$ cat src/rtl/codon_pkg.sv
// Shared nucleotide, amino-acid and codon constants for the translation path.
// Also holds the sequencer state type and the stop-codon test.
package codon_pkg;

    localparam logic [1:0] NT_G = 2'b00;
    localparam logic [1:0] NT_U = 2'b01;
    localparam logic [1:0] NT_A = 2'b10;
    localparam logic [1:0] NT_C = 2'b11;

    // Codes follow first appearance in the U/C/A/G-ordered codon table.
    localparam logic [4:0] AA_PHE   = 5'd0;
    localparam logic [4:0] AA_LEU   = 5'd1;
    localparam logic [4:0] AA_SER   = 5'd2;
    localparam logic [4:0] AA_TYR   = 5'd3;
    localparam logic [4:0] AA_STOP  = 5'd4;
    localparam logic [4:0] AA_CYS   = 5'd5;
    localparam logic [4:0] AA_TRP   = 5'd6;
    localparam logic [4:0] AA_PRO   = 5'd7;
    localparam logic [4:0] AA_HIS   = 5'd8;
    localparam logic [4:0] AA_GLN   = 5'd9;
    localparam logic [4:0] AA_ARG   = 5'd10;
    localparam logic [4:0] AA_ILE   = 5'd11;
    localparam logic [4:0] AA_MET   = 5'd12;
    localparam logic [4:0] AA_THR   = 5'd13;
    localparam logic [4:0] AA_ASN   = 5'd14;
    localparam logic [4:0] AA_LYS   = 5'd15;
    localparam logic [4:0] AA_VAL   = 5'd16;
    localparam logic [4:0] AA_ALA   = 5'd17;
    localparam logic [4:0] AA_ASP   = 5'd18;
    localparam logic [4:0] AA_GLU   = 5'd19;
    localparam logic [4:0] AA_GLY   = 5'd20;
    localparam logic [4:0] AA_TRUNC = 5'd31;

    localparam logic [5:0] CODON_AUG = {NT_A, NT_U, NT_G};
    localparam logic [5:0] CODON_UAA = {NT_U, NT_A, NT_A};
    localparam logic [5:0] CODON_UAG = {NT_U, NT_A, NT_G};
    localparam logic [5:0] CODON_UGA = {NT_U, NT_G, NT_A};

    typedef enum logic {
        SCAN,
        ASM
    } state_e;

    function automatic logic is_stop(input logic [5:0] c);
        return (c == CODON_UAA) || (c == CODON_UAG) || (c == CODON_UGA);
    endfunction

endpackage

$ cat src/rtl/codon_translation_ctrl_if.sv
// Nucleotide-in / amino-acid-out handshake bundle of the translation sequencer.
// slave = the sequencer, master = the source/sink environment.
interface codon_translation_ctrl_if #(
    parameter int CNT_W = 16
);

    logic [1:0]       nt;
    logic             nt_valid;
    logic             nt_last;
    logic             nt_ready;
    logic [4:0]       aa;
    logic             aa_valid;
    logic             aa_ready;
    logic             aa_first;
    logic             aa_last;
    logic             aa_err;
    logic [CNT_W-1:0] protein_cnt;

    modport slave (
        input  nt, nt_valid, nt_last, aa_ready,
        output nt_ready, aa, aa_valid, aa_first, aa_last, aa_err,
        output protein_cnt
    );

    modport master (
        output nt, nt_valid, nt_last, aa_ready,
        input  nt_ready, aa, aa_valid, aa_first, aa_last, aa_err,
        input  protein_cnt
    );

endinterface

$ cat src/rtl/codon_lut.sv
// Combinational standard genetic-code decoder: codon {nt1,nt2,nt3} -> AA code.
// U and C share bit0=1 in the nucleotide encoding, which splits most boxes.
module codon_lut
    import codon_pkg::*;
(
    input  logic [5:0] codon_i,
    output logic [4:0] aa_o
);

    logic py;
    logic [1:0] n3;

    assign py = codon_i[0];
    assign n3 = codon_i[1:0];

    always_comb begin
        aa_o = AA_TRUNC;
        unique case (codon_i[5:2])
            {NT_U, NT_U}: aa_o = py ? AA_PHE : AA_LEU;
            {NT_U, NT_C}: aa_o = AA_SER;
            {NT_U, NT_A}: aa_o = py ? AA_TYR : AA_STOP;
            {NT_U, NT_G}: aa_o = py ? AA_CYS :
                                 (n3 == NT_A) ? AA_STOP : AA_TRP;
            {NT_C, NT_U}: aa_o = AA_LEU;
            {NT_C, NT_C}: aa_o = AA_PRO;
            {NT_C, NT_A}: aa_o = py ? AA_HIS : AA_GLN;
            {NT_C, NT_G}: aa_o = AA_ARG;
            {NT_A, NT_U}: aa_o = (n3 == NT_G) ? AA_MET : AA_ILE;
            {NT_A, NT_C}: aa_o = AA_THR;
            {NT_A, NT_A}: aa_o = py ? AA_ASN : AA_LYS;
            {NT_A, NT_G}: aa_o = py ? AA_SER : AA_ARG;
            {NT_G, NT_U}: aa_o = AA_VAL;
            {NT_G, NT_C}: aa_o = AA_ALA;
            {NT_G, NT_A}: aa_o = py ? AA_ASP : AA_GLU;
            {NT_G, NT_G}: aa_o = AA_GLY;
        endcase
    end

endmodule

$ cat src/rtl/codon_translation_ctrl.sv
// Start-codon scanner and in-frame codon sequencer feeding codon_lut.
// One output register; a new nucleotide is taken only while it is empty.
module codon_translation_ctrl
    import codon_pkg::*;
#(
    parameter int MAX_LEN = 1023,
    parameter int LEN_W   = 10,
    parameter int CNT_W   = 16
) (
    input logic                     clk,
    input logic                     rst_n,
    codon_translation_ctrl_if.slave io
);

    localparam logic [LEN_W-1:0] LEN_ONE = LEN_W'(1);
    localparam logic [LEN_W-1:0] LEN_MAX = LEN_W'(MAX_LEN);
    localparam logic [CNT_W-1:0] CNT_ONE = CNT_W'(1);

    state_e           state_q;
    logic [5:0]       win_q;
    logic [1:0]       fill_q;
    logic [1:0]       phase_q;
    logic [LEN_W-1:0] len_q;
    logic [4:0]       aa_q;
    logic             aa_valid_q;
    logic             aa_first_q;
    logic             aa_last_q;
    logic             aa_err_q;
    logic [CNT_W-1:0] cnt_q;

    logic       acc;
    logic [5:0] win_d;
    logic [1:0] fill_d;
    logic [4:0] lut_aa;

    assign acc    = io.nt_valid && !aa_valid_q;
    assign win_d  = {win_q[3:0], io.nt};
    assign fill_d = (fill_q == 2'd3) ? fill_q : fill_q + 2'd1;

    // In ASM the window holds nt1/nt2, so win_d is the full codon.
    codon_lut u_lut (
        .codon_i (win_d),
        .aa_o    (lut_aa)
    );

    always_ff @(posedge clk or negedge rst_n) begin
        if (!rst_n) begin
            state_q    <= SCAN;
            win_q      <= '0;
            fill_q     <= '0;
            phase_q    <= '0;
            len_q      <= '0;
            aa_q       <= '0;
            aa_valid_q <= 1'b0;
            aa_first_q <= 1'b0;
            aa_last_q  <= 1'b0;
            aa_err_q   <= 1'b0;
            cnt_q      <= '0;
        end else begin
            if (aa_valid_q && io.aa_ready) begin
                aa_valid_q <= 1'b0;
            end
            if (acc) begin
                unique case (state_q)
                    SCAN: begin
                        if (fill_q >= 2'd2 && win_d == CODON_AUG) begin
                            aa_q       <= AA_MET;
                            aa_valid_q <= 1'b1;
                            aa_first_q <= 1'b1;
                            aa_last_q  <= io.nt_last;
                            aa_err_q   <= io.nt_last;
                            len_q      <= LEN_ONE;
                            phase_q    <= '0;
                            win_q      <= '0;
                            fill_q     <= '0;
                            state_q    <= io.nt_last ? SCAN : ASM;
                        end else if (io.nt_last) begin
                            win_q  <= '0;
                            fill_q <= '0;
                        end else begin
                            win_q  <= win_d;
                            fill_q <= fill_d;
                        end
                    end
                    ASM: begin
                        if (phase_q != 2'd2) begin
                            if (io.nt_last) begin
                                aa_q       <= AA_TRUNC;
                                aa_valid_q <= 1'b1;
                                aa_first_q <= 1'b0;
                                aa_last_q  <= 1'b1;
                                aa_err_q   <= 1'b1;
                                win_q      <= '0;
                                fill_q     <= '0;
                                phase_q    <= '0;
                                state_q    <= SCAN;
                            end else begin
                                win_q   <= win_d;
                                phase_q <= phase_q + 2'd1;
                            end
                        end else begin
                            aa_valid_q <= 1'b1;
                            aa_first_q <= 1'b0;
                            phase_q    <= '0;
                            win_q      <= '0;
                            // A stop wins over both the length limit and nt_last.
                            if (is_stop(win_d)) begin
                                aa_q      <= AA_STOP;
                                aa_last_q <= 1'b1;
                                aa_err_q  <= 1'b0;
                                cnt_q     <= cnt_q + CNT_ONE;
                                fill_q    <= '0;
                                state_q   <= SCAN;
                            end else if (io.nt_last || len_q == LEN_MAX) begin
                                aa_q      <= lut_aa;
                                aa_last_q <= 1'b1;
                                aa_err_q  <= 1'b1;
                                fill_q    <= '0;
                                state_q   <= SCAN;
                            end else begin
                                aa_q      <= lut_aa;
                                aa_last_q <= 1'b0;
                                aa_err_q  <= 1'b0;
                                len_q     <= len_q + LEN_ONE;
                            end
                        end
                    end
                endcase
            end
        end
    end

    assign io.nt_ready    = !aa_valid_q;
    assign io.aa          = aa_q;
    assign io.aa_valid    = aa_valid_q;
    assign io.aa_first    = aa_first_q;
    assign io.aa_last     = aa_last_q;
    assign io.aa_err      = aa_err_q;
    assign io.protein_cnt = cnt_q;

endmodule

$ cat src/flat_wrapper.sv
// flat-port wrapper written by rule: the top's interface ports become plain ports
module codon_translation_ctrl_flat import codon_pkg::*;
#(
    parameter int MAX_LEN = 1023,
    parameter int LEN_W   = 10,
    parameter int CNT_W   = 16
)
  (clk, rst_n, io_nt, io_nt_valid, io_nt_last, io_aa_ready, io_nt_ready, io_aa, io_aa_valid, io_aa_first, io_aa_last, io_aa_err, io_protein_cnt);
  codon_translation_ctrl_if #(.CNT_W(CNT_W)) io_i ();
  input logic clk;
  input logic rst_n;
  input wire logic [$bits(io_i.nt)-1:0] io_nt;
  input wire logic [$bits(io_i.nt_valid)-1:0] io_nt_valid;
  input wire logic [$bits(io_i.nt_last)-1:0] io_nt_last;
  input wire logic [$bits(io_i.aa_ready)-1:0] io_aa_ready;
  output wire logic [$bits(io_i.nt_ready)-1:0] io_nt_ready;
  output wire logic [$bits(io_i.aa)-1:0] io_aa;
  output wire logic [$bits(io_i.aa_valid)-1:0] io_aa_valid;
  output wire logic [$bits(io_i.aa_first)-1:0] io_aa_first;
  output wire logic [$bits(io_i.aa_last)-1:0] io_aa_last;
  output wire logic [$bits(io_i.aa_err)-1:0] io_aa_err;
  output wire logic [$bits(io_i.protein_cnt)-1:0] io_protein_cnt;
  assign io_i.nt = io_nt;
  assign io_i.nt_valid = io_nt_valid;
  assign io_i.nt_last = io_nt_last;
  assign io_i.aa_ready = io_aa_ready;
  assign io_nt_ready = io_i.nt_ready;
  assign io_aa = io_i.aa;
  assign io_aa_valid = io_i.aa_valid;
  assign io_aa_first = io_i.aa_first;
  assign io_aa_last = io_i.aa_last;
  assign io_aa_err = io_i.aa_err;
  assign io_protein_cnt = io_i.protein_cnt;
  codon_translation_ctrl #(.MAX_LEN(MAX_LEN), .LEN_W(LEN_W), .CNT_W(CNT_W)) u_core (.clk(clk), .rst_n(rst_n), .io(io_i));
endmodule
$ cat config.mk
export PLATFORM = sky130hd
export DESIGN_NAME = codon_translation_ctrl_flat
export DESIGN_NICKNAME = d
export VERILOG_FILES = /design/src/rtl/codon_pkg.sv /design/src/rtl/codon_translation_ctrl_if.sv /design/src/rtl/codon_lut.sv /design/src/rtl/codon_translation_ctrl.sv /design/src/flat_wrapper.sv
export SDC_FILE = /design/constraint.sdc
export NUM_CORES = 1
export LEC_CHECK = 0
export CORE_MARGIN = 2
export CORE_UTILIZATION = 53
export DETAILED_ROUTE_END_ITERATION = 8
export PLACE_DENSITY = 0.75
export SYNTH_ARGS = -nofsm -noshare
export SYNTH_HDL_FRONTEND = slang
export SYNTH_SLANG_ARGS = --single-unit
$ cat constraint.sdc
create_clock -name clk -period 3.02 [get_ports clk]
set_clock_uncertainty 0.05 [all_clocks]
set_input_delay 0.604 -clock clk [delete_from_list [all_inputs] [get_ports clk]]
set_output_delay 0.604 -clock clk [all_outputs]
set_load 0.005 [all_outputs]
### Word level (Yosys, flattened, before mapping)

Index checks and enable logic that the tools add are counted.
W data, S select, Z words.

| word-level totals | value |
|---|---|
| output and inout bits | 26 |
| logic and storage cells | 123 |
| register bits after elaboration | 44 |
| bits of input ports | 7 |

| operators by class | value |
|---|---|
| muxes and demuxes | 61 |
| reductions and logical operators | 14 |
| order comparisons | 1 |
| add/subtract/negate cells | 4 |
| equal/unequal tests | 30 |
| bitwise operators | 2 |

Operators by type and width:

| kind | number |
|---|---|
| $pmux W5 S16 | 1 |
| $mux W10 | 4 |
| $eq A4 B4 Y1 const B | 8 |
| $mux W1 | 24 |
| $mux W2 | 12 |
| $mux W5 | 4 |
| $pmux W10 S2 | 1 |
| $eq A6 B5 Y1 const B | 3 |
| $add A16 B1 Y16 const B | 1 |
| $eq A4 B3 Y1 const B | 4 |
| $mux W4 | 4 |
| $add A10 B1 Y10 const B | 1 |
| $eq A10 B10 Y1 const B | 1 |
| $pmux W1 S2 | 5 |
| $pmux W5 S2 | 1 |
| $eq A4 B2 Y1 const B | 2 |
| $ne A2 B2 Y1 const B | 4 |
| $ne A4 B4 Y1 const B | 2 |
| $pmux W2 S2 | 2 |
| $pmux W4 S2 | 1 |
| $reduce_and A4 Y1 | 2 |
| $eq A6 B6 Y1 const B | 1 |
| $mux W3 | 2 |
| $reduce_and A5 Y1 | 1 |
| 14 further kinds | 21 |

### Logic depth before layout (Yosys ltp)

Gate-level depths: netlist of the first run.

| depth | value |
|---|---|
| depth in word-level cells | 7 |
| mapped depth | 9 |
| depth with buffers taken out | 7 |

### By module

Synthesis of the first run repeated with hierarchy kept, for this count alone.

| second synthesis, totals | value |
|---|---|
| cell total of the unflattened synthesis | 253 |
| area, all modules | 2481.1 sq um |

By module, submodules not included:

| module | instances | seq. area each (sq um) | cells each | area each (sq um) |
|---|---|---|---|---|
| codon_translation_ctrl | 1 | 1101.1 | 220 | 2269.7 |
| codon_lut | 1 | 0.0 | 33 | 211.5 |

### Worst setup path after synthesis of the first run

Ideal clock, no wire load.

| timing | value |
|---|---|
| kind | input port to flip-flop |
| start | input port io_nt[0] |
| end | register u_core.len_q[9] |
| stages | 6 |
| arrival time | 2.227 ns |
| buffers on the path | 1 |
| slack | 0.666 ns |
| required time | 2.892 ns |
| setup time | 0.078 ns |
| cell sequence | buf_6 or4_4 o21bai_4 nand4_4 or4_1 a21oi_1 |

| between the ends | value |
|---|---|
| longest elaborated chain between the ends | 5 |
| elaborated cells between the ends (all ways) | 10 |
| those cells by class | eq/ne: 6; reduce/logical: 4 |

Ends and longest elaborated chain:

| what | line | source |
|---|---|---|
| from (decl) | flat_wrapper.sv:12 | `input wire logic [$bits(io_i.nt)-1:0] io_nt;` |
| $eq A6 B5 Y1 | codon_pkg.sv:45 | `return (c == CODON_UAA) \|\| (c == CODON_UAG) \|\| (c == CODON_UGA);` |
| $logic_or A1 B1 Y1 (2 in a row) | codon_pkg.sv:45 |  |
| $ne A2 B2 Y1 (no source line) | -- |  |
| $reduce_and A5 Y1 (no source line) * | -- |  |
| to (signal assigned) | codon_translation_ctrl.sv:124 | `len_q <= len_q + LEN_ONE;` |
| to (decl) | codon_translation_ctrl.sv:23 | `logic [LEN_W-1:0] len_q;` |

Mark *: on every way between the ends. The rest lies on a longest branch, timed or not.
A chain may end at the register's enable or synchronous reset.

### Worst setup path in the final report of the first run

| timing | value |
|---|---|
| start | input port io_nt[1] |
| end | register u_core.len_q[9] |

Same word-level chain as after synthesis.

==> impl_metrics.py, run 1 <==
metrics = {
    "power_and_ir_drop": {
        "seqPwrFrac": 0.531,
        "p_per_area_nw_per_um2": 436,
        "comb_power_share": 0.108,
        "leakage_nw": 1.23,
        "switching_share": 0.241,
        "p_clk_frac": 0.361,
        "p_switching_w": 0.000296,
        "ir_drop_mv": 0.223,
        "power_w": 0.00123,
        "p_int_w": 0.000930,
    },
    "placed_design": {
        "dp_hpwl_um": 3330,
        "port_buffers": 32,
        "gp_congestion": 0.827,
        "placed_cells": 316,
    },
    "run": {
        "maxCapViolations": 0,
    },
    "final_layout": {
        "drive_gt1_frac": 0.0882,
        "instances_no_fill": 324,
        "nNetsFinal": 283,
        "final_common_cell": "dfrtp_1",
        "layout_common_cells": "dfrtp_1 (44), clkdlybuf4s50_1 (31), nand2_1 (27)",
        "syn_to_final_growth_pct": 21.3,
        "diodes": 0,
    },
    "global_route": {
        "grt_max_degree": 45,
        "antenna_found_initial": 0,
        "grt_pass1_vias": 1783,
        "grt_remaining_overflow": 0,
        "grt_first_pass_wirelength_um": 8260,
        "track_usage": 0.209,
    },
    "yosys": {
        "synth_top_family_by_area": "simple AND/OR/NAND/NOR gates",
        "synthSimpleGateAreaFrac": 0.224,
        "synth_edf_count": 0,
        "synth_compound_area_frac": 0.164,
        "synthAdderAreaFrac": 0.0270,
        "yosys.area_share.xor_xnor": 0.0567,
        "netlist_area_sq_um": 2320,
        "synth_nets": 248,
        "synth_cell_types": 48,
        "ys_seq_area_frac": 0.475,
        "ys_seq_elements": 44,
        "syn_inst": 236,
        "async_flop_share": 1.00,
        "muxShareOfSynthArea": 0.0184,
        "synth_area_per_cell_sq_um": 9.81,
        "synth-main-ff-cell": "dfrtp_1",
        "ys_warn_count": 0,
    },
    "cts": {
        "cts_setup_buffers": 0,
        "cts_resized": 0,
        "clock_sinks": 44,
        "insertion_delay_ns": 0.29,
        "path_clk_slew_ns": 0.09,
        "cts_hold_buffers": 0,
        "clockBufferDepth": 2,
        "htree_levels": 2,
        "cts-buffers-inserted": 5,
        "cts_tree": "built",
        "clockRootBuffer": "clkbuf_8",
    },
    "timing": {
        "tightest_slew_ns": 0.951,
        "hold_slack_ns": 0.400,
        "fin_setup_tns_ns": 0,
        "finalSetupViolations": 0,
        "period_minus_slack_ns": 2.61,
        "min_period_over_period": 0.865,
        "maxSlewHeadroom": 0.366,
        "rsz0062_at_grt": "no",
        "hold_viol": 0,
        "drv_slew": 0,
        "maxClockFrequency_ghz": 0.383,
    },
    "floorplan": {
        "core_sq_um": 4290,
        "start_util": 0.539,
        "die_area_sq_um": 4910,
        "placement_rows": 24,
        "io_pins": 33,
        "die_h_um": 70.1,
        "die_w_um": 70.1,
    },
    "drt": {
        "viasPerCell": 5.73,
        "ant_nets": 0,
        "drt-total-wl_um": 4590,
        "wire_per_inst_um": 14.2,
        "drc_errors": 0,
        "drt_first_pass_iters": 5,
        "via_count": 1857,
        "first_iter_violations": 170,
    },
    "setup_path": {
        "crit_fanout": 17,
        "endpoint_kind": "flop",
        "worstPathRequired_ns": 3.19,
        "critical_path_class": "input port to flop",
        "startpoint_type": "input port",
        "arrival_ns": 2.78,
    },
    "run_status": {
        "status": "completed",
    },
    "hold_path": {
        "hold_path.class": "input port to async pin",
    },
}
## power groups by stage
stage / registers, W / logic, W / clock network (W)
floorplan: 0.000649 / 0.0000873 / 0
global placement: 0.000661 / 0.000133 / 0
detailed placement: 0.000662 / 0.000134 / 0
CTS: 0.000650 / 0.000135 / 0.000455
global route: 0.000657 / 0.000151 / 0.000475
finish: 0.000651 / 0.000133 / 0.000442
## registers in the layout, indices dropped and copies added, names as in the netlist
signal                 count
u_core.fill_q              2
u_core.io.aa               5
u_core.io.aa_err           1
u_core.io.aa_first         1
u_core.io.aa_last          1
u_core.io.aa_valid         1
u_core.io.protein_cnt     16
u_core.len_q              10
u_core.phase_q             2
u_core.state_q             1
u_core.win_q               4
## critical path: stages
cell and delay, ns:
clkdlybuf4s50_1 0.45, or2_2 0.32, a21boi_0 0.40, nand4_4 0.27, or4_1 0.57, a21oi_1 0.15
## kinds of logic (layout without fill, tap and decap cells)
group | after synthesis | after routing
AO/OA/AOI/OAI | 55 | 55
XOR/XNOR | 15 | 15
adder cells (fa/ha/maj) | 5 | 5
buffers and inverters | 19 | 55
flip-flops | 44 | 44
multiplexers | 4 | 4
AND/OR/NAND/NOR | 94 | 94
## cells in the mapped netlist, types with 5 or more instances
| cell | count | area, sq um |
|---|---|---|
| clkbuf_1 | 8 | 30.0 |
| ha_1 | 5 | 62.6 |
| o21ai_0 | 14 | 70.1 |
| inv_1 | 8 | 30.0 |
| nand3_1 | 11 | 55.1 |
| nand2_1 | 27 | 101 |
| dfrtp_1 | 44 | 1100 |
| nor2_1 | 14 | 52.6 |
| xnor2_1 | 11 | 96.3 |
| a21oi_1 | 13 | 65.1 |
| nand2b_1 | 5 | 31.3 |
| nand4_1 | 6 | 37.5 |
| and3_1 | 5 | 31.3 |
| a22o_1 | 7 | 61.3 |
## routing by layer
metal  up-vias  GRT usage  share of wire
met5         -          0              0
met4         0     0.0791          0.019
met3         9     0.0433          0.054
met2        51      0.325           0.46
met1       867      0.288           0.46
li1        930          -              -
## final timing paths
kind                                      startpoint                         to  slack (ns)  depth (start not counted)
max                                         io_nt[1]            u_core.len_q[9]        0.41                          6
min                                            rst_n  u_core.io.protein_cnt[15]        0.40                          1
max reg2reg                          u_core.win_q[1]            u_core.len_q[9]        0.63                          5
min reg2reg                u_core.io.protein_cnt[15]  u_core.io.protein_cnt[15]        0.42                          1
max in group asynchronous                      rst_n            u_core.io.aa[4]        1.93                          1
min in group clk           u_core.io.protein_cnt[15]  u_core.io.protein_cnt[15]        0.42                          1
## stage by stage
stage	setup slack, ns	area, sq um	utilization
floorplan	0.666	2320	-
global placement	0.162	2700	0.628
detailed placement	0.0850	2700	0.628
CTS	0.408	2810	0.654
global route	0.295	2810	0.654
finish	0.409	2810	0.654
## layout make-up
type,instances,area [sq um]
sequential,44,1100
inverter,8,30.0
tap,52,65.1
clock buffer,5,68.8
fill,347,1480
clock inverter,3,42.5
timing repair buffer,39,368
multi-input combinational,173,1130
No activity file was read; power rests on OpenSTA's default activity.
==> run 2, diff against run 1 <==
--- a/config.mk
+++ b/config.mk
@@ -5,10 +5,12 @@
 export SDC_FILE = /design/constraint.sdc
 export NUM_CORES = 1
 export LEC_CHECK = 0
+export CELL_PAD_IN_SITES_DETAIL_PLACEMENT = 1
+export CELL_PAD_IN_SITES_GLOBAL_PLACEMENT = 1
 export CORE_MARGIN = 2
-export CORE_UTILIZATION = 53
+export CORE_UTILIZATION = 42
 export DETAILED_ROUTE_END_ITERATION = 8
-export PLACE_DENSITY = 0.75
+export PLACE_DENSITY = 0.76
 export SYNTH_ARGS = -nofsm -noshare
 export SYNTH_HDL_FRONTEND = slang
 export SYNTH_SLANG_ARGS = --single-unit
==> impl_metrics.py, run 2 (synthesis results as in run 1) <==
metrics = {
    "floorplan": {
        "die_area_sq_um": 6120,
        "core_sq_um": 5410,
        "placement_rows": 27,
        "start_util": 0.428,
        "io_pins": 33,
        "die_w_um": 78.3,
        "die_h_um": 78.3,
    },
    "timing": {
        "maxSlewHeadroom": 0.331,
        "finalSetupViolations": 0,
        "drv_slew": 0,
        "hold_viol": 0,
        "maxClockFrequency_ghz": 0.383,
        "fin_setup_tns_ns": 0,
        "min_period_over_period": 0.864,
        "tightest_slew_ns": 1.00,
        "period_minus_slack_ns": 2.61,
        "rsz0062_at_grt": "no",
    },
    "global_route": {
        "track_usage": 0.202,
        "grt_pass1_vias": 2000,
        "grt_max_degree": 45,
        "grt_first_pass_wirelength_um": 9730,
        "grt_remaining_overflow": 0,
        "antenna_found_initial": 0,
    },
    "drt": {
        "ant_nets": 0,
        "viasPerCell": 5.64,
        "drt-total-wl_um": 5690,
        "drc_errors": 0,
        "via_count": 1956,
        "wire_per_inst_um": 16.4,
        "first_iter_violations": 86,
        "drt_first_pass_iters": 4,
    },
    "cts": {
        "clockBufferDepth": 2,
        "cts_hold_buffers": 0,
        "insertion_delay_ns": 0.30,
        "clock_sinks": 44,
        "cts_setup_buffers": 0,
        "cts_tree": "built",
        "clockRootBuffer": "clkbuf_8",
        "path_clk_slew_ns": 0.09,
        "cts-buffers-inserted": 5,
        "htree_levels": 2,
        "cts_resized": 0,
    },
    "setup_path": {
        "path_cells": "clkdlybuf4s50_1 -> or2_2 -> a21boi_0 -> nand4_4 -> buf_4 -> or3_1 -> a21oi_1",
        "arrival_ns": 2.78,
        "endpoint_kind": "flop",
        "startpoint_type": "input port",
        "slowest_delay_ns": 0.46,
        "slowest_stage": "clkdlybuf4s50_1",
        "critical_path_class": "input port to flop",
        "worstPathRequired_ns": 3.19,
        "crit_fanout": 11,
    },
    "placed_design": {
        "gp_congestion": 0.753,
        "dp_hpwl_um": 4070,
        "port_buffers": 32,
        "place_area_sq_um": 2750,
    },
    "final_layout": {
        "drive_gt1_frac": 0.0982,
        "diodes": 0,
        "layout_common_cells": "dfrtp_1 (44), clkdlybuf4s50_1 (31), nand2_1 (27)",
        "largest_reg_flops": 16,
        "syn_to_final_growth_pct": 23.8,
        "nNetsFinal": 286,
        "final_common_cell": "dfrtp_1",
        "fin_area_sq_um": 2870,
    },
    "power_and_ir_drop": {
        "leakage_nw": 1.25,
        "p_int_w": 0.000958,
        "ir_drop_mv": 0.187,
        "p_clk_frac": 0.377,
        "switching_share": 0.248,
        "p_switching_w": 0.000316,
        "seqPwrFrac": 0.512,
        "p_per_area_nw_per_um2": 444,
        "comb_power_share": 0.111,
    },
    "hold_path": {
        "hold_path.class": "input port to async pin",
    },
    "run_status": {
        "status": "completed",
    },
    "run": {
        "maxCapViolations": 0,
    },
}
[run 2: layout make-up]
cell class / count / area (sq um)
Timing Repair Buffer: 42 / 390
Inverter: 8 / 30.0
Clock inverter: 2 / 38.8
Clock buffer: 6 / 82.6
Tap cell: 72 / 90.1
Sequential cell: 44 / 1100
Fill cell: 624 / 2540
Multi-Input combinational cell: 173 / 1130
[run 2: power by group through the flow]
stage | Combinational (W) | Clock, W | Sequential (W)
detailed placement | 0.000144 | 0 | 0.000664
finish | 0.000141 | 0.000480 | 0.000652
CTS | 0.000145 | 0.000494 | 0.000653
floorplan | 0.0000873 | 0 | 0.000649
global placement | 0.000140 | 0 | 0.000664
global route | 0.000164 | 0.000523 | 0.000659
[run 2: per-stage QoR]
stage,hold WS [ns],setup WS (ns),total power [W],instances,util
3_3_place_gp,0.413,0.157,0.000803,339,0.508
5_1_grt,0.475,0.282,0.00135,347,0.531
2_1_floorplan,0.258,0.666,0.000737,236,-
4_1_cts,0.432,0.410,0.00129,347,0.531
3_5_place_dp,0.416,0.0928,0.000808,339,0.508
6_report,0.420,0.409,0.00127,347,0.531
[run 2: per-layer routing]
layer,GRT usage,share of wire,up-vias,wire length (um)
li1,-,-,929,-
met1,0.264,0.48,994,2720
met2,0.341,0.49,28,2800
met3,0.0437,0.023,5,131
met4,0.0526,0.0069,0,39
met5,0,0,-,0
[run 2: critical path, delay by kind of cell]
kind	cells	cell delay (ns)
compound gates	2	0.59
buf+inv	2	0.68
simple gates	3	0.91
[run 2: path summary, 6_finish.rpt]
check / start / endpoint / slack [ns] / cells past startpoint
min reg2reg: u_core.io.protein_cnt[15] / u_core.io.protein_cnt[15] / 0.42 / 1
max in group asynchronous: rst_n / u_core.io.aa[1] / 1.88 / 1
min: rst_n / u_core.len_q[2] / 0.42 / 1
min in group clk: u_core.io.protein_cnt[15] / u_core.io.protein_cnt[15] / 0.42 / 1
max: io_nt[1] / u_core.len_q[6] / 0.41 / 7
max reg2reg: u_core.phase_q[0] / u_core.len_q[6] / 0.63 / 7
